**src/rtl/serial_adder_ctrl.sv**
```systemverilog
// serial_adder_ctrl: sequences one full-adder cell over WIDTH cycles, LSB first, for a WIDTH-bit add.
// Latency: WIDTH cycles from the accepting edge to the done pulse; one add per WIDTH+1 cycles sustained.
// Backpressure: start is sampled only in IDLE; requests during RUN are dropped, never queued.
//
// Ports:
//   clk, rst_n        rising-edge clock, synchronous active-low reset
//   start, a, b, cin  request and operands, captured on the accepting edge
//   busy              high while bits are being processed (state RUN)
//   done              one-cycle pulse; sum/cout update on the same edge
//   sum, cout         result of the last completed addition
module serial_adder_ctrl #(
    parameter int WIDTH = 8
) (
    input  logic             clk,
    input  logic             rst_n,
    input  logic             start,
    input  logic [WIDTH-1:0] a,
    input  logic [WIDTH-1:0] b,
    input  logic             cin,
    output logic             busy,
    output logic             done,
    output logic [WIDTH-1:0] sum,
    output logic             cout
);

    localparam int CW = $clog2(WIDTH);

    typedef enum logic {
        IDLE = 1'b0,
        RUN  = 1'b1
    } state_t;

    state_t           state_q, state_d;
    logic [CW-1:0]    cnt_q, cnt_d;
    logic [WIDTH-1:0] sa_q, sa_d;
    logic [WIDTH-1:0] sb_q, sb_d;
    logic [WIDTH-1:0] sr_q, sr_d;
    logic             c_q, c_d;
    logic [WIDTH-1:0] sum_q, sum_d;
    logic             cout_q, cout_d;
    logic             done_q, done_d;

    // The single one-bit full-adder cell, fed from the LSBs of the operand
    // shift registers and the inter-bit carry.
    logic             fa_s;
    logic             fa_c;
    logic [WIDTH-1:0] sr_shift;
    logic             cnt_last;

    assign fa_s     = sa_q[0] ^ sb_q[0] ^ c_q;
    assign fa_c     = (sa_q[0] & sb_q[0]) | (c_q & (sa_q[0] ^ sb_q[0]));
    // Result register fills from the top so that after WIDTH shifts bit 0
    // of the sum has landed in sr[0].
    assign sr_shift = {fa_s, sr_q[WIDTH-1:1]};
    assign cnt_last = (cnt_q == CW'(WIDTH - 1));

    always_ff @(posedge clk) begin
        if (!rst_n) begin
            state_q <= IDLE;
            cnt_q   <= '0;
            sa_q    <= '0;
            sb_q    <= '0;
            sr_q    <= '0;
            c_q     <= 1'b0;
            sum_q   <= '0;
            cout_q  <= 1'b0;
            done_q  <= 1'b0;
        end else begin
            state_q <= state_d;
            cnt_q   <= cnt_d;
            sa_q    <= sa_d;
            sb_q    <= sb_d;
            sr_q    <= sr_d;
            c_q     <= c_d;
            sum_q   <= sum_d;
            cout_q  <= cout_d;
            done_q  <= done_d;
        end
    end

    always_comb begin
        state_d = state_q;
        cnt_d   = cnt_q;
        sa_d    = sa_q;
        sb_d    = sb_q;
        sr_d    = sr_q;
        c_d     = c_q;
        sum_d   = sum_q;
        cout_d  = cout_q;
        done_d  = 1'b0;

        unique case (state_q)
            IDLE: begin
                if (start) begin
                    sa_d    = a;
                    sb_d    = b;
                    c_d     = cin;
                    sr_d    = '0;
                    cnt_d   = '0;
                    state_d = RUN;
                end
            end
            RUN: begin
                sa_d  = sa_q >> 1;
                sb_d  = sb_q >> 1;
                sr_d  = sr_shift;
                c_d   = fa_c;
                cnt_d = cnt_q + CW'(1);
                if (cnt_last) begin
                    // Publish straight from the shift value so this edge's
                    // sum bit is already in the MSB of the result.
                    sum_d   = sr_shift;
                    cout_d  = fa_c;
                    done_d  = 1'b1;
                    cnt_d   = '0;
                    state_d = IDLE;
                end
            end
            default: state_d = IDLE;
        endcase
    end

    assign busy = (state_q == RUN);
    assign done = done_q;
    assign sum  = sum_q;
    assign cout = cout_q;

endmodule

```
**config.mk**
```make
export PLATFORM = sky130hd
export DESIGN_NAME = serial_adder_ctrl
export DESIGN_NICKNAME = d
export VERILOG_FILES = /design/src/rtl/serial_adder_ctrl.sv
export SDC_FILE = /design/constraint.sdc
export NUM_CORES = 1
export LEC_CHECK = 0
export CAP_MARGIN = 10
export CELL_PAD_IN_SITES_DETAIL_PLACEMENT = 2
export CELL_PAD_IN_SITES_GLOBAL_PLACEMENT = 2
export CORE_MARGIN = 5
export CORE_UTILIZATION = 32
export CTS_BUF_LIST = sky130_fd_sc_hd__clkbuf_16
export DETAILED_ROUTE_END_ITERATION = 10
export PLACE_DENSITY = 0.77
export REMOVE_ABC_BUFFERS = 1
export SYNTH_ARGS = -nofsm -noshare
export SYNTH_HDL_FRONTEND = slang
export SYNTH_SLANG_ARGS = --single-unit
```
**constraint.sdc**
```tcl
create_clock -name clk -period 2.1 [get_ports clk]
set_clock_uncertainty 0.15 [all_clocks]
set_input_delay 0.42 -clock clk [delete_from_list [all_inputs] [get_ports clk]]
set_output_delay 0.42 -clock clk [all_outputs]
set_load 0.02 [all_outputs]
```
==> impl_metrics.py, run 1 <==
metrics = {
    "clock_tree": {
        "cts_root_buffer": "clkbuf_16",
        "clk_latency_ns": 0.28,
        "path_clk_slew_ns": 0.06,
        "hold_buffers": 0,
        "cts_tree": "yes",
        "htree_levels": 2,
        "cts_buffers": 5,
        "clock_path_buffers": 2,
        "cts.sinks": 38,
        "post_cts_buffers": 0,
        "cts_resized": 0,
    },
    "critical_path": {
        "cp-end-kind": "output pin",
        "crit_buf_inv": 1,
        "r2r_start": "busy$_SDFF_PN0_",
        "regToRegEndpoint": "cnt_q[0]$_SDFFE_PN0P_",
        "r2r_setup_slack_ns": 0.42,
        "crit_chain": "clkdlybuf4s50_1",
        "critPathArrivalTime_ns": 1.20,
        "criticalPathCategory": "reg -> out",
        "start_kind": "register",
        "critPathTopFamily": "buffers and inverters",
        "crit_fanout": 2,
        "critical-path-slowest-cell": "clkdlybuf4s50_1",
        "reg2regPathDepth": 3,
        "required_ns": 1.53,
        "critPathMaxStageDelay_ns": 0.60,
    },
    "power": {
        "p_leak_nw": 0.831,
        "power.density_nw_per_um2": 820,
        "total_power_mw": 1.80,
        "vdd.ir_drop.worst_uv": 285,
    },
    "routing": {
        "via_count": 1328,
        "drc": 0,
        "vias_per_cell": 4.99,
        "routedWlPerCell_um": 15.6,
        "drtIter0Drc": 72,
        "dr.pass1.iters": 3,
        "drt-total-wl_mm": 4.15,
        "final_antenna_net_count": 0,
    },
    "sta": {
        "setup_viol": 0,
        "setup_tns_ns": 0,
        "tightest_slew_ns": 0.518,
        "slew_viol_final": 0,
        "period_needed_ns": 1.77,
        "relSlewSlack_pct": 65.5,
        "min_period_over_period_pct": 84.5,
        "hold_violations": 0,
        "max_freq_ghz": 0.564,
        "rsz0062_at_grt": "no",
    },
    "floorplanning": {
        "io_pins": 31,
        "num_rows": 26,
        "chipHeight_um": 82.6,
        "die-area_sq_um": 6820,
        "die_x_um": 82.6,
        "start_util_pct": 33.0,
        "fp.coreArea_sq_um": 5110,
    },
    "placed_design": {
        "dpl.hpwl_mm": 2.70,
        "portBuffers": 30,
        "post_dp_cell_area_sq_um": 2030,
        "post-place-cells": 258,
        "gp_congestion": 0.768,
    },
    "final_layout": {
        "fillers": 550,
        "drive_gt1_share_pct": 12.2,
        "final_cells": 266,
        "nNetsFinal": 219,
        "area_growth_pct": 30.0,
        "antenna_cells": 0,
        "final_area_sq_um": 2190,
    },
    "synth": {
        "synthArstFlopShare_pct": 0,
        "yosys.area_share.simple_pct": 17.1,
        "synthTopCellsByCount": "dfxtp_1, a21oi_1, mux2i_1, a211oi_1, nor2b_1",
        "synthMuxAreaShare_pct": 10.1,
        "ys_top_cells_by_area": "dfxtp_1, mux2i_1, a211oi_1",
        "synth.most_common_cell": "dfxtp_1",
        "post_synth.cell_area_avg_sq_um": 9.98,
        "synth.top_cell.area_share_pct": 45.1,
        "synth_fa_ha_area_share_pct": 3.41,
        "synth_top_family_by_area": "compound AO/OA/AOI/OAI gates",
        "synth_area_sq_um": 1690,
        "synth_edf_count": 0,
        "synth.distinct_cells": 24,
        "synth_compound_area_share_pct": 18.5,
        "syn_inst": 169,
        "yosysSeqAreaShare_pct": 45.1,
        "ys_ff_latch": 38,
        "ys.flop_type": "dfxtp_1",
        "synth_xor_area_share_pct": 0,
        "yosysTopAreaCell": "dfxtp_1",
        "yosys_warnings": 0,
    },
    "global_routing": {
        "grt_antenna_before_repair": 0,
        "grt_use_total_pct": 13.5,
        "grt_pass1_wl_mm": 7.00,
        "grt_pass1_vias": 1405,
        "grt_overflow_total": 0,
        "grt_max_degree": 59,
    },
    "worst_hold_path": {
        "min-delay-start": "sr_q[1]$_SDFFE_PN0P_",
        "holdPathStages": 2,
        "min_to": "sum[0]$_SDFFE_PN0P_",
        "hold_path_class": "reg -> reg",
    },
    "outcome": {
        "status": "finished clean",
    },
    "flow_run": {
        "cap_violations": 0,
    },
}
## per-layer routing
metal	wire (um)	share of wire, %	track usage, %
met2	2030	49	22.0
met1	1890	46	17.3
met4	53	1.3	3.92
met5	0	0	0
met3	173	4.2	3.90
## state kept, by name (all words and copies together), names as in the netlist
signal / flops
sr_q: 7
done: 1
c_q: 1
sb_q: 8
busy: 1
cout: 1
sum: 8
sa_q: 8
cnt_q: 3
## logic make-up (layout without fill, tap and decap cells)
family                   after synthesis  in the layout
flip-flops                            38             38
adder cells (fa/ha/maj)                4              4
AND/OR/NAND/NOR                       48             48
AO/OA/AOI/OAI                         45             45
buffers and inverters                 17             44
multiplexers                          17             17
## layout make-up
cell class | instances | area, sq um | share of cell area (%)
Sequential cell | 38 | 761 | 34.7
Clock inverter | 3 | 40.0 | 1.83
Multi-Input combinational cell | 114 | 828 | 37.8
Clock buffer | 5 | 125 | 5.71
Inverter | 2 | 7.51 | 0.342
Tap cell | 70 | 87.6 | 4.00
Timing Repair Buffer | 34 | 343 | 15.6
## report_power, final
group / total, mW / internal, mW / switching, mW / leakage, nW
registers: 0.775 / 0.754 / 0.0210 / 0.311
clock network: 0.847 / 0.555 / 0.291 / 0.0836
logic: 0.175 / 0.0878 / 0.0871 / 0.437
## how the worst max path moves through the flow
stage	depth (start not counted)	end	slack, ns	from
global placement	4	cnt_q[2]$_SDFFE_PN0P_	0.33	start
floorplan	2	cnt_q[0]$_SDFFE_PN0P_	0.07	busy$_SDFF_PN0_
detailed placement	4	sr_q[2]$_SDFFE_PN0P_	0.27	start
global route	1	busy	0.27	busy$_SDFF_PN0_
finish	1	sum[4]	0.33	sum[4]$_SDFFE_PN0P_
CTS	1	sum[4]	0.30	sum[4]$_SDFFE_PN0P_
## cells in the final DEF, fill, tap and decap left out
master / instances
dfxtp_1: 38
clkdlybuf4s50_1: 30
a21oi_1: 19
mux2i_1: 17
nor2b_1: 15
a211oi_1: 15
or3b_1: 10
nand3_1: 9
a21bo_2: 9
nand2_1: 9
clkbuf_16: 5
ha_1: 3
buf_4: 3
nor2_1: 2
clkinv_2: 2
clkinv_1: 1
inv_2: 1
o21ai_0: 1
a21oi_2: 1
nand2b_1: 1
and3_1: 1
or3b_2: 1
fa_1: 1
bufinv_16: 1
buf_12: 1
## worst reg2reg max path: stages, from the launching register on
cell and delay [ns]:
dfxtp_1 0.32, buf_4 0.44, or3b_2 0.51, a21oi_1 0.18
## stage by stage
| stage | utilization (%) | hold WS [ns] | worst slack (ns) |
|---|---|---|---|
| finish | 42.9 | 0.329 | 0.326 |
| CTS | 42.9 | 0.333 | 0.304 |
| detailed placement | 39.7 | 0.320 | 0.270 |
| global placement | 39.7 | 0.307 | 0.330 |
| floorplan | - | 0.288 | 0.0704 |
| global route | 42.9 | 0.364 | 0.271 |
Power figures use the tool's default switching activity.
==> run 2: changes to the inputs <==
--- a/config.mk
+++ b/config.mk
@@ -9,10 +9,10 @@
 export CELL_PAD_IN_SITES_DETAIL_PLACEMENT = 2
 export CELL_PAD_IN_SITES_GLOBAL_PLACEMENT = 2
 export CORE_MARGIN = 5
-export CORE_UTILIZATION = 32
+export CORE_UTILIZATION = 29
 export CTS_BUF_LIST = sky130_fd_sc_hd__clkbuf_16
 export DETAILED_ROUTE_END_ITERATION = 10
-export PLACE_DENSITY = 0.77
+export PLACE_DENSITY = 0.74
 export REMOVE_ABC_BUFFERS = 1
 export SYNTH_ARGS = -nofsm -noshare
 export SYNTH_HDL_FRONTEND = slang
==> constraint.sdc (replaced) <==
create_clock -name clk -period 1.5 [get_ports clk]
set_clock_uncertainty 0.15 [all_clocks]
set_input_delay 0.3 -clock clk [delete_from_list [all_inputs] [get_ports clk]]
set_output_delay 0.3 -clock clk [all_outputs]
set_load 0.02 [all_outputs]
==> run 2 against run 1 <==
Net effect: non-clock buffer count grew 5; hold slack got worse by 0.0052 ns; die area rose by 9.1%; highest routed layer unchanged.
==> impl_metrics.py, run 2 (same netlist as run 1, synthesis figures left out) <==
metrics = {
    "sta": {
        "tightest_slew_ns": 0.269,
        "max_freq_ghz": 0.699,
        "min_period_over_period_pct": 95.4,
        "slew_viol_final": 0,
        "setup_viol": 0,
        "relSlewSlack_pct": 82.1,
        "setup_tns_ns": 0,
        "period_needed_ns": 1.43,
        "hold_violations": 0,
        "whs_ns": 0.324,
    },
    "worst_hold_path": {
        "hold_path_class": "reg -> reg",
        "holdPathStages": 2,
        "min-delay-start": "sr_q[2]$_SDFFE_PN0P_",
    },
    "clock_tree": {
        "cts_buffers": 5,
        "cts_tree": "yes",
        "cts_root_buffer": "clkbuf_16",
        "post_cts_buffers": 0,
        "path_clk_slew_ns": 0.06,
        "cts.sinks": 38,
        "clock_path_buffers": 2,
        "htree_levels": 2,
        "clk_latency_ns": 0.28,
    },
    "critical_path": {
        "crit_chain": "buf_4 -> buf_4 -> or3b_1 -> a21oi_1",
        "required_ns": 1.56,
        "critical-path-slowest-cell": "or3b_1",
        "cp-startpoint": "busy$_SDFF_PN0_",
        "cpMostUsedCell": "buf_4",
        "crit_buf_inv": 2,
        "criticalPathCategory": "reg -> reg",
        "r2r_start": "busy$_SDFF_PN0_",
        "reg2regPathDepth": 4,
        "critPathTopFamily": "simple AND/OR/NAND/NOR gates",
        "regToRegEndpoint": "cnt_q[1]$_SDFFE_PN0P_",
        "setup.worst_path.end": "cnt_q[1]$_SDFFE_PN0P_",
        "critPathMaxStageDelay_ns": 0.40,
        "r2r_setup_slack_ns": 0.07,
        "start_kind": "register",
        "critPathArrivalTime_ns": 1.49,
        "cp.depth": 4,
        "crit_fanout": 17,
        "cp-end-kind": "register",
    },
    "power": {
        "p_clk_share_pct": 50.1,
        "swShare_pct": 21.2,
        "p_leak_nw": 0.915,
        "switching_power_mw": 0.575,
        "vdd.ir_drop.worst_uv": 450,
        "power.density_nw_per_um2": 1190,
        "seqPwrFrac_pct": 39.9,
        "pwr-share-comb_pct": 10.0,
        "p_int_mw": 2.14,
    },
    "global_routing": {
        "grt_overflow_total": 0,
        "grt_max_degree": 31,
        "grt_antenna_before_repair": 0,
        "grt_use_total_pct": 12.7,
        "grt_pass1_wl_mm": 7.45,
        "grt_pass1_vias": 1513,
    },
    "final_layout": {
        "drive_gt1_share_pct": 17.4,
        "final_common_cell": "dfxtp_1",
        "nNetsFinal": 224,
        "antenna_cells": 0,
        "final_cells": 273,
        "final_cell_mix": "dfxtp_1, clkdlybuf4s50_1, a21oi_1, mux2i_1, nor2b_1",
        "area_growth_pct": 35.8,
        "fillers": 590,
    },
    "routing": {
        "drtIter0Drc": 30,
        "drt-total-wl_mm": 4.36,
        "routedWlPerCell_um": 16.0,
        "via_count": 1354,
        "dr.pass1.iters": 4,
        "final_antenna_net_count": 0,
        "vias_per_cell": 4.96,
        "drc": 0,
    },
    "floorplanning": {
        "io_pins": 31,
        "start_util_pct": 30.3,
        "num_rows": 27,
        "chipHeight_um": 86.3,
        "die_x_um": 86.3,
        "fp.coreArea_sq_um": 5570,
        "die-area_sq_um": 7440,
    },
    "outcome": {
        "status": "finished clean",
    },
    "placed_design": {
        "gp_congestion": 0.762,
        "post-place-cells": 265,
        "dpl.hpwl_mm": 2.96,
        "portBuffers": 30,
    },
    "flow_run": {
        "cap_violations": 0,
    },
}
[run 2: tightest hold or removal path, delay by kind of cell (launching register included)]
family	cells	cell delay, ns
simple gates	1	0.06
compound gates	1	0.05
flops	1	0.32
[run 2: repair_timing]
action / 4_1_cts / 5_1_grt
pin swaps: 1 / 0
endpoints found under the setup margin: 20 / 8
resized for setup: 14 / 5
hold buffers: 0 / 0
[run 2: worst min-delay path by stage]
stage / slack [ns] / end
after floorplan: 0.29 / sum[0]$_SDFFE_PN0P_
after global placement: 0.30 / sum[0]$_SDFFE_PN0P_
after detailed placement: 0.32 / sr_q[1]$_SDFFE_PN0P_
after CTS: 0.33 / sr_q[2]$_SDFFE_PN0P_
after global routing: 0.36 / sr_q[1]$_SDFFE_PN0P_
final: 0.32 / sr_q[1]$_SDFFE_PN0P_
[run 2: power groups by stage]
stage | Sequential, mW | Clock (mW) | Combinational (mW)
2_1_floorplan | 1.12 | 0 | 0.110
3_3_place_gp | 1.10 | 0 | 0.252
3_5_place_dp | 1.11 | 0 | 0.269
4_1_cts | 1.08 | 1.40 | 0.274
5_1_grt | 1.09 | 1.45 | 0.302
6_report | 1.08 | 1.36 | 0.273
[run 2: metal layers]
metal	wire length [um]	part of all wire, %	global-route usage [%]
met1	1910	44	15.2
met2	2220	51	21.8
met3	168	3.9	3.71
met4	65	1.5	4.25
met5	0	0	0
[run 2: cell type report]
| class | instances | area [sq um] | area share (%) |
|---|---|---|---|
| clock inverters | 3 | 63.8 | 2.79 |
| inverters | 2 | 7.51 | 0.328 |
| flip-flops and latches | 38 | 762 | 33.3 |
| repair buffers | 39 | 392 | 17.1 |
| clock buffers | 5 | 125 | 5.46 |
| well taps | 72 | 90.1 | 3.93 |
| multi-input cells | 114 | 851 | 37.1 |
[run 2: metrics by stage]
stage | worst slack, ns | instance area [sq um] | power [mW] | utilization [%]
after floorplan | -0.530 | 1600 | 1.23 | -
after global placement | -0.160 | 2090 | 1.35 | 37.5
after detailed placement | -0.199 | 2090 | 1.38 | 37.5
after CTS | 0.0173 | 2270 | 2.76 | 40.8
after global routing | -0.0000256 | 2290 | 2.84 | 41.1
final | 0.0688 | 2290 | 2.72 | 41.1
